--- src/rtl/poly_unload_bram_pkg.sv ---
// Shared constants and state encoding for draining the Saber multiplier
// accumulator into BRAM.
package poly_unload_bram_pkg;

  localparam int POLY_BITS     = 3328;
  localparam int WORDS_RAW     = 52;
  localparam int WORDS_COEFF4X = 64;
  localparam int ADDR_W        = 6;
  localparam int DATA_W        = 64;

  typedef enum logic [1:0] {
    ST_IDLE  = 2'd0,
    ST_DRAIN = 2'd1,
    ST_FLUSH = 2'd2,
    ST_DONE  = 2'd3
  } state_e;

  // Index of the final word of a run: 52 raw words or 64 packed words.
  function automatic logic [ADDR_W-1:0] last_index(input logic coeff4x);
    if (coeff4x) begin
      last_index = ADDR_W'(WORDS_COEFF4X - 1);
    end else begin
      last_index = ADDR_W'(WORDS_RAW - 1);
    end
  endfunction

endpackage

--- src/rtl/poly_unload_bram_if.sv ---
// Caller/multiplier/BRAM-side signals of the accumulator unload engine.
interface poly_unload_bram_if;
  import poly_unload_bram_pkg::*;

  logic              start;
  logic              coeff4x_mode;
  logic              hold;
  logic [DATA_W-1:0] acc64_in;
  logic [DATA_W-1:0] coeff4x_in;
  logic              read;
  logic              read64;
  logic              bram_we;
  logic [ADDR_W-1:0] bram_address_relative;
  logic [DATA_W-1:0] bram_din;
  logic              busy;
  logic              done;

  modport master (
    output start, coeff4x_mode, hold, acc64_in, coeff4x_in,
    input  read, read64, bram_we, bram_address_relative, bram_din, busy, done
  );

  modport slave (
    input  start, coeff4x_mode, hold, acc64_in, coeff4x_in,
    output read, read64, bram_we, bram_address_relative, bram_din, busy, done
  );

endinterface

--- src/rtl/poly_unload_bram.sv ---
// Drains the multiplier accumulator into BRAM one 64-bit word per cycle,
// rotating it a full 3328 bits so it ends up restored.
module poly_unload_bram
  import poly_unload_bram_pkg::*;
(
  input  logic              clk,
  input  logic              rst,
  poly_unload_bram_if.slave bus
);

  state_e            state_q, state_d;
  logic [ADDR_W-1:0] k_q, k_d;
  logic              mode_q, mode_d;
  logic              we_q, we_d;
  logic [ADDR_W-1:0] addr_q, addr_d;
  logic [DATA_W-1:0] din_q, din_d;
  logic              take_s;

  assign take_s = (state_q == ST_DRAIN) && !bus.hold;

  // Shift commands are combinational so the multiplier rotates in the take cycle.
  assign bus.read   = take_s && mode_q;
  assign bus.read64 = take_s && !mode_q;

  assign bus.bram_we               = we_q;
  assign bus.bram_address_relative = addr_q;
  assign bus.bram_din              = din_q;
  assign bus.busy                  = (state_q == ST_DRAIN) || (state_q == ST_FLUSH);
  assign bus.done                  = (state_q == ST_DONE);

  // Next-state, word counter and write-port computation.
  always_comb begin
    state_d = state_q;
    k_d     = k_q;
    mode_d  = mode_q;
    we_d    = 1'b0;
    addr_d  = addr_q;
    din_d   = din_q;
    case (state_q)
      ST_IDLE: begin
        if (bus.start) begin
          state_d = ST_DRAIN;
          k_d     = '0;
          mode_d  = bus.coeff4x_mode;
        end else begin
          state_d = ST_IDLE;
        end
      end
      ST_DRAIN: begin
        if (take_s) begin
          we_d   = 1'b1;
          addr_d = k_q;
          din_d  = mode_q ? bus.coeff4x_in : bus.acc64_in;
          k_d    = k_q + ADDR_W'(1);
          if (k_q == last_index(mode_q)) begin
            state_d = ST_FLUSH;
          end else begin
            state_d = ST_DRAIN;
          end
        end else begin
          state_d = ST_DRAIN;
        end
      end
      // The last registered word is written while sitting here.
      ST_FLUSH: begin
        state_d = ST_DONE;
      end
      ST_DONE: begin
        if (!bus.start) begin
          state_d = ST_IDLE;
        end else begin
          state_d = ST_DONE;
        end
      end
      default: begin
        state_d = ST_IDLE;
      end
    endcase
  end

  // State, counter, mode and write-port registers; reset drops any pending write.
  always_ff @(posedge clk or posedge rst) begin
    if (rst) begin
      state_q <= ST_IDLE;
      k_q     <= '0;
      mode_q  <= 1'b0;
      we_q    <= 1'b0;
      addr_q  <= '0;
      din_q   <= '0;
    end else begin
      state_q <= state_d;
      k_q     <= k_d;
      mode_q  <= mode_d;
      we_q    <= we_d;
      addr_q  <= addr_d;
      din_q   <= din_d;
    end
  end

endmodule
--- src/flat_wrapper.sv ---
// flat-port wrapper written by rule: the top's interface ports become plain ports
module poly_unload_bram_flat import poly_unload_bram_pkg::*;
  (clk, rst, bus_start, bus_coeff4x_mode, bus_hold, bus_acc64_in, bus_coeff4x_in, bus_read, bus_read64, bus_bram_we, bus_bram_address_relative, bus_bram_din, bus_busy, bus_done);
  poly_unload_bram_if bus_i ();
  input  logic clk;
  input  logic rst;
  input wire logic [$bits(bus_i.start)-1:0] bus_start;
  input wire logic [$bits(bus_i.coeff4x_mode)-1:0] bus_coeff4x_mode;
  input wire logic [$bits(bus_i.hold)-1:0] bus_hold;
  input wire logic [$bits(bus_i.acc64_in)-1:0] bus_acc64_in;
  input wire logic [$bits(bus_i.coeff4x_in)-1:0] bus_coeff4x_in;
  output wire logic [$bits(bus_i.read)-1:0] bus_read;
  output wire logic [$bits(bus_i.read64)-1:0] bus_read64;
  output wire logic [$bits(bus_i.bram_we)-1:0] bus_bram_we;
  output wire logic [$bits(bus_i.bram_address_relative)-1:0] bus_bram_address_relative;
  output wire logic [$bits(bus_i.bram_din)-1:0] bus_bram_din;
  output wire logic [$bits(bus_i.busy)-1:0] bus_busy;
  output wire logic [$bits(bus_i.done)-1:0] bus_done;
  assign bus_i.start = bus_start;
  assign bus_i.coeff4x_mode = bus_coeff4x_mode;
  assign bus_i.hold = bus_hold;
  assign bus_i.acc64_in = bus_acc64_in;
  assign bus_i.coeff4x_in = bus_coeff4x_in;
  assign bus_read = bus_i.read;
  assign bus_read64 = bus_i.read64;
  assign bus_bram_we = bus_i.bram_we;
  assign bus_bram_address_relative = bus_i.bram_address_relative;
  assign bus_bram_din = bus_i.bram_din;
  assign bus_busy = bus_i.busy;
  assign bus_done = bus_i.done;
  poly_unload_bram u_core (.clk(clk), .rst(rst), .bus(bus_i));
endmodule
--- config.mk ---
export PLATFORM = sky130hd
export DESIGN_NAME = poly_unload_bram_flat
export DESIGN_NICKNAME = d
export VERILOG_FILES = /design/src/rtl/poly_unload_bram_pkg.sv /design/src/rtl/poly_unload_bram_if.sv /design/src/rtl/poly_unload_bram.sv /design/src/flat_wrapper.sv
export SDC_FILE = /design/constraint.sdc
export NUM_CORES = 1
export LEC_CHECK = 0
export BUFFER_PORTS_ARGS = -buffer_cell sky130_fd_sc_hd__buf_2
export CORE_ASPECT_RATIO = 0.75
export CORE_UTILIZATION = 49
export CTS_BUF_LIST = sky130_fd_sc_hd__clkbuf_4 sky130_fd_sc_hd__clkbuf_8
export DETAILED_ROUTE_END_ITERATION = 7
export PLACE_DENSITY = 0.87
export SLEW_MARGIN = 30
export SYNTH_ARGS = -nofsm -noshare
export SYNTH_HDL_FRONTEND = slang
export SYNTH_SLANG_ARGS = --single-unit
--- constraint.sdc ---
create_clock -name clk -period 4.4 [get_ports clk]
set_input_delay 0.88 -clock clk [delete_from_list [all_inputs] [get_ports clk]]
set_output_delay 0.88 -clock clk [all_outputs]
set_load 0.1 [all_outputs]
==> Word level (Yosys, flattened, before mapping) <==
Cells that the tools add are included.
W data, S select, Z words.
{ "op_classes": {"n_addsub": 1, "mul": 0, "n_div": 0, "n_lt_le_gt_ge": 0, "n_eq_ne": 6, "shift": 0, "n_mux": 14, "n_bitwise": 0, "n_reduce_logical": 11} }
{ "op_table": {"columns": ["op", "n"], "rows": [
  ["$mux W64", 1],
  ["$mux W6", 4],
  ["$pmux W6 S2", 1],
  ["$pmux W2 S4", 1],
  ["$add A6 B1 Y6 const B", 1],
  ["$eq A6 B6 Y1", 1],
  ["$mux W2", 3],
  ["$eq A2 B2 Y1 const B", 2],
  ["$mux W4", 1],
  ["$reduce_and A2 Y1", 2],
  ["$logic_and A1 B1 Y1", 3],
  ["$mux W1", 3],
  ["$reduce_and A3 Y1", 1],
  ["$eq A2 B1 Y1 const B", 1],
  ["$logic_not A1 Y1", 2],
  ["$logic_not A2 Y1", 1],
  ["$ne A2 B1 Y1 const B", 1],
  ["$ne A2 B2 Y1 const B", 1],
  ["$reduce_bool A2 Y1", 1],
  ["$logic_or A1 B1 Y1", 1]
]} }
{ "totals": {"ff_bits": 80, "latchBits": 0, "mem_bits_rw": 0, "mem_bits_ro": 0, "input_bits": 133, "out_inout_bits": 75, "elab_cells": 38, "n_memories": 0} }

==> Depth between registers and ports, before layout <==
Gate-level depths: netlist of the first run.
{ "logic_depth": {"ltp_word": 8, "depth_mapped": 9, "depth_no_buf": 6} }

==> Worst setup path after synthesis of the first run <==
No wires, ideal clock.
{ "synth_timing": {"kind": "in2out", "start": "input bus_hold", "end": "output bus_read64", "arrival_time_ps": 2638, "required_ps": 3520, "slack_ps": 882, "cell_stages": 4, "path_buffers": 2, "path_cell_list": "nand2b_1 > buf_2 > buf_1 > nor2_1"} }
{ "synth_between": {"elab_chain_len": 3} }
{ "synth_lines": {"columns": ["element", "line_no", "source"], "rows": [
  ["start: declaration", "flat_wrapper.sv:9", "input wire logic [$bits(bus_i.hold)-1:0] bus_hold;"],
  ["$logic_not A1 Y1", "poly_unload_bram.sv:19", "assign take_s = (state_q == ST_DRAIN) && !bus.hold;"],
  ["$logic_and A1 B1 Y1", "poly_unload_bram.sv:19", null],
  ["$logic_and A1 B1 Y1", "poly_unload_bram.sv:23", "assign bus.read64 = take_s && !mode_q;"],
  ["end: declaration", "flat_wrapper.sv:13", "output wire logic [$bits(bus_i.read64)-1:0] bus_read64;"]
]} }
Every way passes these cells.

==> Final worst setup path of the first run <==
{ "layout_timing": {"start": "register u_core.state_q[1]", "end": "output bus_read"} }
{ "layout_between": {"elab_chain_len": 3} }
{ "layout_lines": {"columns": ["element", "line_no", "source"], "rows": [
  ["start: declaration", "poly_unload_bram.sv:11", "state_e state_q, state_d;"],
  ["start signal: assignment", "poly_unload_bram.sv:91", "state_q <= state_d;"],
  ["$eq A2 B1 Y1", "poly_unload_bram.sv:19", null],
  ["$logic_and A1 B1 Y1", "poly_unload_bram.sv:19", null],
  ["$logic_and A1 B1 Y1", "poly_unload_bram.sv:22", "assign bus.read = take_s && mode_q;"],
  ["end: declaration", "flat_wrapper.sv:12", "output wire logic [$bits(bus_i.read)-1:0] bus_read;"]
]} }
Every way passes these cells.

==> qor.csv, run 1 <==
stage,metric,value,unit
logic_synthesis,synthesis.area_per_instance,10.3,µm²
placement,gp_congestion,0.764,
placement,place.port_buffers,207,
timing,final_min_period_over_clock_period,72.7,%
route,dr_total_vias,3270,
route,detail-route-antenna-nets,0,
clock_tree,post_cts_resize_count,0,
logic_synthesis,ys_types,30,
timing,maxSlewViolCount,0,
logic_synthesis,ys_ff_latch,80,
floorplan,die_area,7960,µm²
finish,commonest_non_fill_non_tap_cell_in_the_layout,sky130_fd_sc_hd__buf_2,
clock_tree,number_of_buffers_created_by_cts,9,
worst_setup_path,setup.worst_path.start_class,register,
logic_synthesis,ys.flop_type,sky130_fd_sc_hd__dfrtp_1,
outcome,outcome,"finished, final reports clean",
clock_tree,cts-htree-levels,3,
clock_tree,cts_setup_buffers,0,
worst_setup_path,cp_num_cells,6,
worst_hold_path,hold_path_cells,2,
grt,grt_max_degree,96,
worst_setup_path,cpLargestDelayFamily,buffers and inverters,
worst_setup_path,worst-r2r-cell-count,6,
timing,grt_setup_unrepaired,false,
floorplan,floorplan.core_area,7360,µm²
worst_setup_path,critical_path.max_stage_delay,0.41,ns
finish,fin_nets,697,
worst_setup_path,cp-end-kind,output port,
clock_tree,tritoncts_clock_tree,done,
route,routed_wl,8900,µm
logic_synthesis,synth_area,3730,µm²
logic_synthesis,yosysWarningCount,0,
grt,globalRouteOverflowTotal,0,
timing,max_freq,313,MHz
grt,first_global_vias,3197,
clock_tree,cts_hold_buffers,0,
finish,layout-area-overhead-vs-synth,34.1,%
logic_synthesis,synth-seq-area-share,53.7,%
route,remaining_drcs,0,
route,detailedRoute.firstPassIterationCount,4,
grt,gr-usage-all-layers,23.1,%
clock_tree,root_buffer,sky130_fd_sc_hd__clkbuf_8,
clock_tree,worst_setup_hold_path_clk_slew,0.08,ns
worst_setup_path,critPathKind,register to output port,
floorplan,floorplan.initialDensity,50.6,%
worst_hold_path,min-delay-path-class,register to register,
worst_setup_path,timing.critical_path.cells,"inv_1, ha_1, nand2b_4, inv_2, and2_1, buf_2",
finish,inserted_diodes,0,
worst_setup_path,cp.buffers_inverters,3,
worst_setup_path,critical_path.slowest_cell,sky130_fd_sc_hd__dfrtp_1,
clock_tree,clk-insertion-delay-late,0.35,ns
worst_setup_path,path_max_fanout,43,
timing,hold_violations,0,
logic_synthesis,synth_enable_flop_cells,0,
placement,detailed_place_hpwl,6660,µm
worst_setup_path,cp.required,3.52,ns
timing,fin_tns_setup,0,ns
logic_synthesis,nets_in_the_synthesized_netlist,500,
logic_synthesis,synthCells,362,
finish,final_layout_size_suffix_gt1_share,41.5,%
timing,fin_skew,0.0104,ns
finish,mostFrequentLayoutCells,"207 x sky130_fd_sc_hd__buf_2, 86 x sky130_fd_sc_hd__nand2_1, 79 x sky130_fd_sc_hd__dfrtp_1, 64 x sky130_fd_sc_hd__mux2i_1, 64 x sky130_fd_sc_hd__o21ai_1",
route,wl_per_cell,13.4,µm
floorplan,die_y,77.5,µm
finish,final_cell_count_no_fill,665,
timing,max_slew.worst_pin.slew,0.822,ns
finish,multi_input_gate_area,1610,µm²
run,timing.max_cap.violations,0,
grt,wire_length_of_the_first_global_routing_pass,14100,µm
floorplan,floorplan_row_count,27,
timing,setup_viol,0,
route,detail_route.iter0.violations,62,
worst_setup_path,worst-endpoint-arrival,2.32,ns
clock_tree,cts.sink_count,80,
grt,initial_antenna_violation_count,0,
floorplan,ios,208,
logic_synthesis,postSynth.asyncResetShare,100,%
timing,worst_slew_margin_rel,45.2,%
finish,num-fill-cells,606,
clock_tree,clk_path_buf_depth,2,
finish,sequential_cell_area,2010,µm²
timing,fin_crit,3.20,ns
route,routed_via_density,4.92,
floorplan,die_x,103,µm
placement,dp.cells,649,
==> layer usage <==
layer / vias to the layer above / part of all wire [%] / global-route usage (%)
met5: - / 0 / 0
met1: 1500 / 42 / 26.4
met3: 14 / 8.0 / 7.84
li1: 1626 / - / -
met2: 130 / 48 / 39.9
met4: 0 / 1.7 / 7.86
==> registers in the layout (all words and copies together), names as in the netlist <==
| name | count |
|---|---|
| u_core.bus.bram_din | 64 |
| u_core.bus.bram_address_relative | 6 |
| u_core.k_q | 6 |
| u_core.state_q | 2 |
| u_core.bus.bram_we | 1 |
| u_core.mode_q | 1 |
==> cell families (layout without fill, tap and decap cells) <==
kind of cell,after synthesis,count (layout),share of synthesized area (%)
AO/OA/AOI/OAI,73,73,10.4
XOR/XNOR,3,3,0.705
adder cells (fa/ha/maj),5,5,1.68
buffers and inverters,28,230,3.39
flip-flops,80,80,53.7
multiplexers,67,67,18.2
AND/OR/NAND/NOR,106,106,11.9
==> stage by stage <==
step / area (µm²) / util [%] / setup slack (ns) / hold WS [ns]
floorplan: 3730 / - / 0.882 / 0.479
global placement: 4810 / 65.4 / 1.42 / 0.457
detailed placement: 4820 / 65.4 / 1.43 / 0.460
CTS: 4990 / 67.8 / 1.19 / 0.480
global route: 5000 / 67.9 / 1.06 / 0.512
finish: 5000 / 67.9 / 1.20 / 0.478
==> synth_stat cells (3+ instances only) <==
library cell / number / area [µm²]
sky130_fd_sc_hd__clkbuf_1: 6 / 22.5
sky130_fd_sc_hd__buf_2: 14 / 70.1
sky130_fd_sc_hd__ha_1: 5 / 62.6
sky130_fd_sc_hd__nand2_1: 86 / 323
sky130_fd_sc_hd__dfrtp_1: 80 / 2000
sky130_fd_sc_hd__mux2i_1: 64 / 641
sky130_fd_sc_hd__buf_1: 3 / 11.3
sky130_fd_sc_hd__o21ai_1: 64 / 320
sky130_fd_sc_hd__inv_1: 3 / 11.3
sky130_fd_sc_hd__xor2_1: 3 / 26.3
sky130_fd_sc_hd__nand2b_1: 3 / 18.8
sky130_fd_sc_hd__a22o_1: 3 / 26.3
sky130_fd_sc_hd__nor2_1: 6 / 22.5
==> path summary, 6_finish.rpt <==
path	startpoint	end	slack, ns
worst max-delay path	u_core.state_q[1]	bus_read	1.20
worst min-delay path	u_core.bus.bram_address_relative[2]	u_core.bus.bram_address_relative[2]	0.48
max in group asynchronous	rst	u_core.bus.bram_din[15]	3.14
min in group asynchronous	rst	u_core.bus.bram_din[60]	0.57
worst min register to register	u_core.bus.bram_address_relative[2]	u_core.bus.bram_address_relative[2]	0.48
worst max register to register	u_core.state_q[1]	u_core.state_q[0]	1.95
==> area by class of cell <==
cell class | count | area share, %
Clock buffer | 11 | 2.90
Clock inverter | 5 | 0.651
Inverter | 4 | 0.401
Multi-Input combinational cell | 254 | 32.1
Sequential cell | 80 | 40.1
Tap cell | 101 | 2.53
Timing Repair Buffer | 210 | 21.3
==> tightest hold or removal path: stages, from the launching register on <==
cell and delay [ns]:
sky130_fd_sc_hd__dfrtp_1 0.35, sky130_fd_sc_hd__nand2_1 0.05, sky130_fd_sc_hd__nand2_1 0.05
Power of run 1 is left out: the tool's default activity adds up to more than one toggle a clock period on the data nets, which glitch-free logic cannot reach.
==> inputs of run 2 (changes only) <==
- CORE_UTILIZATION: 49 -> 41
- PLACE_DENSITY: 0.87 -> 0.78
- clock period: 4.4 -> 2.9 ns (I/O delays scaled with it)
==> run 2 against run 1 <==
Effect of this change:
- the run now ends with DRC left
- count of clock-buffer cells in the layout decreased by 1
- critical path type unchanged
- utilization decreased by 8.3 points
- wire length increased by 5.3%
- sequential share of layout area decreased by 1.1 points
- critical endpoint unchanged
- die area increased by 19%
- final cell count increased by 1.2%
- first-iteration DRC count increased by 79%
- worst hold slack got worse by 0.18 ns
- global-route usage decreased by 2.6 points
- largest cell class unchanged
- setup slack got worse by 0.72 ns
==> qor.csv, run 2 (synthesized netlist as in run 1, its figures left out) <==
stage,metric,value,unit,change
outcome,outcome,finished with violations,,"was finished, final reports clean"
outcome,violations,DRC,,
route,wl_per_cell,13.9,µm,was 13.4 µm
clock_tree,clk_path_buf_depth,2,,unchanged
floorplan,floorplan.initialDensity,43.2,%,was 50.6%
placement,place.port_buffers,207,,unchanged
timing,worst_slew_margin_rel,52.6,%,was 45.2%
floorplan,die_area,9480,µm²,was 7960 µm²
worst_setup_path,worst-endpoint-arrival,1.84,ns,was 2.32 ns
timing,final_min_period_over_clock_period,83.3,%,
finish,final_layout_size_suffix_gt1_share,41.8,%,was 41.5%
clock_tree,number_of_buffers_created_by_cts,9,,unchanged
run,timing.max_cap.violations,0,,unchanged
finish,final_core_util,59.5,%,was 67.9%
finish,commonest_non_fill_non_tap_cell_in_the_layout,sky130_fd_sc_hd__buf_2,,unchanged
grt,globalRouteOverflowTotal,0,,unchanged
route,routed_wl,9370,µm,was 8900 µm
timing,hold_violations,0,,unchanged
timing,fin_skew,0.00901,ns,was 0.0104 ns
route,detail-route-antenna-nets,0,,unchanged
worst_setup_path,cp.buffers_inverters,3,,unchanged
clock_tree,cts.sink_count,80,,unchanged
finish,fin_nets,698,,was 697
placement,detailed_place_hpwl,7130,µm,was 6660 µm
worst_setup_path,crit_end,bus_read,,unchanged
grt,initial_antenna_violation_count,0,,unchanged
worst_setup_path,critical_path.max_stage_delay,0.40,ns,was 0.41 ns
worst_setup_path,path_max_fanout,9,,was 43
route,routed_via_density,4.89,,was 4.92
worst_setup_path,worst_r2r_startpoint,u_core.state_q[1],,unchanged
worst_setup_path,timing.critical_path.cells,"inv_1, ha_1, nand2b_4, inv_2, and2_1, buf_12",,"was inv_1, ha_1, nand2b_4, inv_2, and2_1, buf_2"
grt,grt_max_degree,78,,was 96
worst_setup_path,worst-r2r-cell-count,6,,unchanged
floorplan,ios,208,,unchanged
finish,inserted_diodes,0,,unchanged
clock_tree,root_buffer,sky130_fd_sc_hd__clkbuf_8,,unchanged
clock_tree,post_cts_resize_count,0,,unchanged
clock_tree,cts_hold_buffers,0,,unchanged
finish,num-fill-cells,719,,was 606
route,detailedRoute.firstPassIterationCount,6,,was 4
grt,first_global_vias,3302,,was 3197
clock_tree,cts-htree-levels,3,,unchanged
placement,gp_congestion,0.800,,was 0.764
timing,fin_tns_setup,0,ns,unchanged
worst_setup_path,cp-end-kind,output port,,unchanged
worst_setup_path,critPathKind,register to output port,,unchanged
clock_tree,worst_setup_hold_path_clk_slew,0.08,ns,about the same
clock_tree,clk-insertion-delay-late,0.36,ns,was 0.35 ns
worst_setup_path,cp.required,2.32,ns,was 3.52 ns
finish,mostFrequentLayoutCells,"205 x sky130_fd_sc_hd__buf_2, 86 x sky130_fd_sc_hd__nand2_1, 79 x sky130_fd_sc_hd__dfrtp_1, 64 x sky130_fd_sc_hd__mux2i_1, 64 x sky130_fd_sc_hd__o21ai_1",,"was 207 x sky130_fd_sc_hd__buf_2, 86 x sky130_fd_sc_hd__nand2_1, 79 x sky130_fd_sc_hd__dfrtp_1, 64 x sky130_fd_sc_hd__mux2i_1, 64 x sky130_fd_sc_hd__o21ai_1"
grt,wire_length_of_the_first_global_routing_pass,15200,µm,was 14100 µm
timing,grt_setup_unrepaired,false,,unchanged
finish,layout-area-overhead-vs-synth,38.0,%,was 34.1%
floorplan,die_x,112,µm,was 103 µm
timing,setup_viol,0,,unchanged
placement,post_dp_cell_area,4870,µm²,was 4820 µm²
floorplan,floorplan_row_count,29,,was 27
timing,fin_crit,2.42,ns,
worst_setup_path,cp_num_cells,6,,unchanged
route,dr_total_vias,3290,,was 3270
finish,postLayoutCellArea,5140,µm²,was 5000 µm²
worst_setup_path,cpLargestDelayFamily,flip-flops,,was buffers and inverters
route,remaining_drcs,12,,was 0
worst_setup_path,timing.rr.end,u_core.state_q[0],,unchanged
floorplan,die_y,84.6,µm,was 77.5 µm
finish,largest_reg_flops,64,,unchanged
worst_setup_path,setup.reg_to_reg.worst_slack,0.85,ns,was 1.95 ns
worst_hold_path,min-delay-path-class,primary input to asynchronous set/reset pin,,was register to register
timing,max_freq,414,MHz,
route,detail_route.iter0.violations,111,,was 62
clock_tree,tritoncts_clock_tree,done,,unchanged
worst_setup_path,critical_path.slowest_cell,sky130_fd_sc_hd__dfrtp_1,,unchanged
clock_tree,cts_setup_buffers,0,,unchanged
worst_setup_path,setup.worst_path.start_class,register,,unchanged
worst_setup_path,critical_path.startpoint,u_core.state_q[1],,unchanged
timing,maxSlewViolCount,0,,unchanged
floorplan,floorplan.core_area,8640,µm²,was 7360 µm²
grt,gr-usage-all-layers,20.5,%,was 23.1%
timing,max_slew.worst_pin.slew,0.711,ns,was 0.822 ns
==> run 2: changes by cell type in the layout (fill, tap and decap cells not counted) <==
cell | before | now
sky130_fd_sc_hd__clkbuf_4 | 1 | 0
sky130_fd_sc_hd__bufinv_16 | 0 | 4
sky130_fd_sc_hd__buf_2 | 207 | 205
sky130_fd_sc_hd__clkinv_2 | 2 | 3
sky130_fd_sc_hd__clkinv_4 | 1 | 0
sky130_fd_sc_hd__nor2_2 | 0 | 1
sky130_fd_sc_hd__nor2_1 | 6 | 5
sky130_fd_sc_hd__clkinvlp_4 | 3 | 0
sky130_fd_sc_hd__buf_4 | 2 | 3
sky130_fd_sc_hd__buf_12 | 0 | 3
sky130_fd_sc_hd__buf_6 | 1 | 0
==> run 2: layout make-up <==
cell class	count	area (µm²)	area share [%]
clock buffers	10	138	2.68
clock inverters	6	130	2.53
inverters	4	16.3	0.316
multi-input cells	254	1610	31.3
flip-flops and latches	80	2010	39.0
well taps	108	135	2.63
repair buffers	211	1110	21.6
==> run 2: metrics by stage <==
step / hold WS, ns / setup WS, ns / instances
global placement: 0.458 / 0.921 / 657
finish: 0.300 / 0.483 / 673
CTS: 0.308 / 0.472 / 673
detailed placement: 0.461 / 0.884 / 657
global route: 0.336 / 0.336 / 673
floorplan: 0.479 / 0.268 / 362
==> run 2: how the worst min path moves through the flow <==
stage / startpoint / end / slack, ns / depth (start not counted)
floorplan: u_core.k_q[5] / u_core.bus.bram_address_relative[5] / 0.48 / 2
global placement: u_core.bus.bram_address_relative[5] / u_core.bus.bram_address_relative[5] / 0.46 / 2
detailed placement: u_core.bus.bram_address_relative[0] / u_core.bus.bram_address_relative[0] / 0.46 / 2
CTS: rst / u_core.bus.bram_din[42] / 0.31 / 2
global route: rst / u_core.bus.bram_din[27] / 0.34 / 2
finish: rst / u_core.bus.bram_din[31] / 0.30 / 2
==> run 2: layer usage <==
layer,global-route usage [%],vias to the layer above,part of all wire (%),wire length [µm]
li1,-,1633,-,-
met1,23.1,1510,40,3730
met3,9.24,10,8.9,837
met4,5.09,0,0.96,90
met5,0,-,0,0
met2,35.5,137,50,4710
Power of run 2 is left out for the same reason.
==> inputs of run 3 (changes only) <==
- CORE_UTILIZATION: 41 -> 46
- PLACE_DENSITY: 0.78 -> 0.83
- clock period: 2.9 -> 2.45 ns (I/O delays scaled with it)
==> run 3 against run 2 <==
Effect of this change:
- the run now ends clean
- wire length decreased by 7.2%
- via count is 0.88% lower
- final area shrank 1.2%
- utilization up 4.9 points
- non-clock buffer count increased by 1
- setup slack worse by 0.25 ns
- register-to-register slack worse by 0.19 ns
- flip-flop and latch count unchanged
- global-route usage rose by 1.1 points
- largest cell class unchanged
==> qor.csv, run 3 (synthesized netlist as in run 1, its figures left out) <==
stage,metric,value,unit,change
clock_tree,clk_path_buf_depth,2,,unchanged
worst_setup_path,timing.rr.end,u_core.bus.bram_din[18],,was u_core.state_q[0]
route,detailedRoute.firstPassIterationCount,4,,was 6
route,routed_wl,8700,µm,was 9370 µm
finish,layout-area-overhead-vs-synth,36.3,%,was 38.0%
worst_setup_path,cp-end-kind,output port,,unchanged
route,wl_per_cell,13.0,µm,was 13.9 µm
worst_setup_path,path_max_fanout,9,,unchanged
grt,met3_usage,7.18,%,was 9.24%
route,detail-route-antenna-nets,0,,unchanged
grt,gr-usage-all-layers,21.6,%,was 20.5%
grt,first_global_vias,3106,,was 3302
route,detail_route.iter0.violations,138,,was 111
finish,mostFrequentLayoutCells,"205 x sky130_fd_sc_hd__buf_2, 86 x sky130_fd_sc_hd__nand2_1, 79 x sky130_fd_sc_hd__dfrtp_1, 64 x sky130_fd_sc_hd__mux2i_1, 64 x sky130_fd_sc_hd__o21ai_1",,unchanged
floorplan,ios,208,,unchanged
grt,initial_antenna_violation_count,0,,unchanged
timing,hold_violations,0,,unchanged
worst_setup_path,worst_r2r_startpoint,u_core.mode_q,,was u_core.state_q[1]
floorplan,die_x,106,µm,was 112 µm
worst_setup_path,worst-endpoint-arrival,1.72,ns,was 1.84 ns
clock_tree,cts_hold_buffers,0,,unchanged
finish,num-fill-cells,646,,was 719
floorplan,floorplan.core_area,7880,µm²,was 8640 µm²
clock_tree,cts.sink_count,80,,unchanged
clock_tree,number_of_buffers_created_by_cts,9,,unchanged
floorplan,die_area,8470,µm²,was 9480 µm²
floorplan,floorplan_row_count,28,,was 29
clock_tree,tritoncts_clock_tree,done,,unchanged
timing,worst_slew_margin_rel,59.3,%,was 52.6%
grt,globalRouteOverflowTotal,0,,unchanged
worst_setup_path,setup.reg_to_reg.worst_slack,0.66,ns,was 0.85 ns
worst_setup_path,critical_path.slowest_cell,sky130_fd_sc_hd__dfrtp_1,,unchanged
floorplan,die_y,80.0,µm,was 84.6 µm
clock_tree,clk-insertion-delay-late,0.34,ns,was 0.36 ns
grt,wire_length_of_the_first_global_routing_pass,14300,µm,was 15200 µm
worst_setup_path,cp.buffers_inverters,3,,unchanged
worst_setup_path,setup.worst_path.start_class,register,,unchanged
clock_tree,worst_setup_hold_path_clk_slew,0.08,ns,about the same
timing,max_slew.worst_pin.slew,0.611,ns,was 0.711 ns
route,remaining_drcs,0,,was 12
finish,inserted_diodes,0,,unchanged
placement,place.port_buffers,207,,unchanged
finish,final_core_util,64.4,%,was 59.5%
clock_tree,post_cts_resize_count,0,,unchanged
finish,largest_reg_flops,64,,unchanged
timing,final_min_period_over_clock_period,90.4,%,
timing,fin_skew,0.0114,ns,was 0.00901 ns
grt,global_route.usage.met2,37.7,%,was 35.5%
clock_tree,cts-htree-levels,3,,unchanged
grt,grt_most_used_layer,met2,,unchanged
finish,fin_nets,699,,was 698
worst_setup_path,timing.critical_path.cells,"inv_1, ha_2, nand2b_4, inv_2, and2_1, buf_12",,"was inv_1, ha_1, nand2b_4, inv_2, and2_1, buf_12"
timing,grt_setup_unrepaired,false,,unchanged
grt,use_met1,25.5,%,was 23.1%
timing,maxSlewViolCount,0,,unchanged
worst_setup_path,cp_num_cells,6,,unchanged
timing,setup_viol,0,,unchanged
worst_setup_path,critPathKind,register to output port,,unchanged
finish,final_layout_size_suffix_gt1_share,41.7,%,was 41.8%
worst_setup_path,cpLargestDelayFamily,flip-flops,,unchanged
timing,max_freq,452,MHz,
outcome,outcome,"finished, final reports clean",,was finished with violations
finish,commonest_non_fill_non_tap_cell_in_the_layout,sky130_fd_sc_hd__buf_2,,unchanged
worst_setup_path,worst-r2r-cell-count,3,,was 6
grt,grt_max_degree,81,,was 78
clock_tree,root_buffer,sky130_fd_sc_hd__clkbuf_8,,unchanged
worst_setup_path,critical_path.max_stage_delay,0.41,ns,was 0.40 ns
timing,fin_crit,2.21,ns,
route,routed_via_density,4.88,,was 4.89
placement,detailed_place_hpwl,6510,µm,was 7130 µm
route,dr_total_vias,3261,,was 3290
clock_tree,cts_setup_buffers,0,,unchanged
run,timing.max_cap.violations,0,,unchanged
floorplan,floorplan.initialDensity,47.3,%,was 43.2%
worst_setup_path,cp.required,1.96,ns,was 2.32 ns
placement,gp_congestion,0.822,,was 0.800
worst_hold_path,min-delay-path-class,primary input to asynchronous set/reset pin,,unchanged
[run 3: layout make-up]
class	count	area (µm²)	share of cell area (%)
inverter	4	18.8	0.369
clock buffer	9	124	2.44
sequential	80	2010	39.5
clock inverter	4	72.6	1.43
tap	105	131	2.59
timing repair buffer	212	1120	22.0
multi-input combinational	254	1610	31.7
[run 3: worst register-to-register path, stage by stage, from the launching register on]
cell                      delay, ns
sky130_fd_sc_hd__dfrtp_4       0.75
sky130_fd_sc_hd__buf_4         0.53
sky130_fd_sc_hd__mux2i_1       0.28
sky130_fd_sc_hd__o21ai_1       0.08
[run 3: worst max-delay path by stage]
| stage | slack, ns | endpoint | from |
|---|---|---|---|
| floorplan | -0.008 | bus_read64 | u_core.state_q[1] |
| global placement | 0.56 | bus_read | u_core.state_q[1] |
| detailed placement | 0.52 | bus_read | u_core.state_q[1] |
| CTS | 0.12 | bus_read | u_core.state_q[1] |
| global route | 0.11 | bus_read | u_core.state_q[1] |
| finish | 0.24 | bus_read | u_core.state_q[1] |
[run 3: through the flow]
step	cells	area [µm²]	hold slack, ns	TNS (ns)	setup WS (ns)
2_1_floorplan	362	3730	0.479	-0.00824	-0.00824
3_3_place_gp	655	4880	0.455	0	0.560
3_5_place_dp	655	4880	0.456	0	0.522
4_1_cts	668	5080	0.278	0	0.122
5_1_grt	668	5080	0.295	0	0.114
6_report	668	5080	0.263	0	0.236
[run 3: per-layer routing]
| layer | vias to the layer above | share of wire, % |
|---|---|---|
| met5 | - | 0 |
| met4 | 0 | 1.2 |
| met3 | 12 | 7.7 |
| met2 | 136 | 49 |
| met1 | 1486 | 42 |
| li1 | 1627 | - |
Power of run 3 is left out for the same reason.
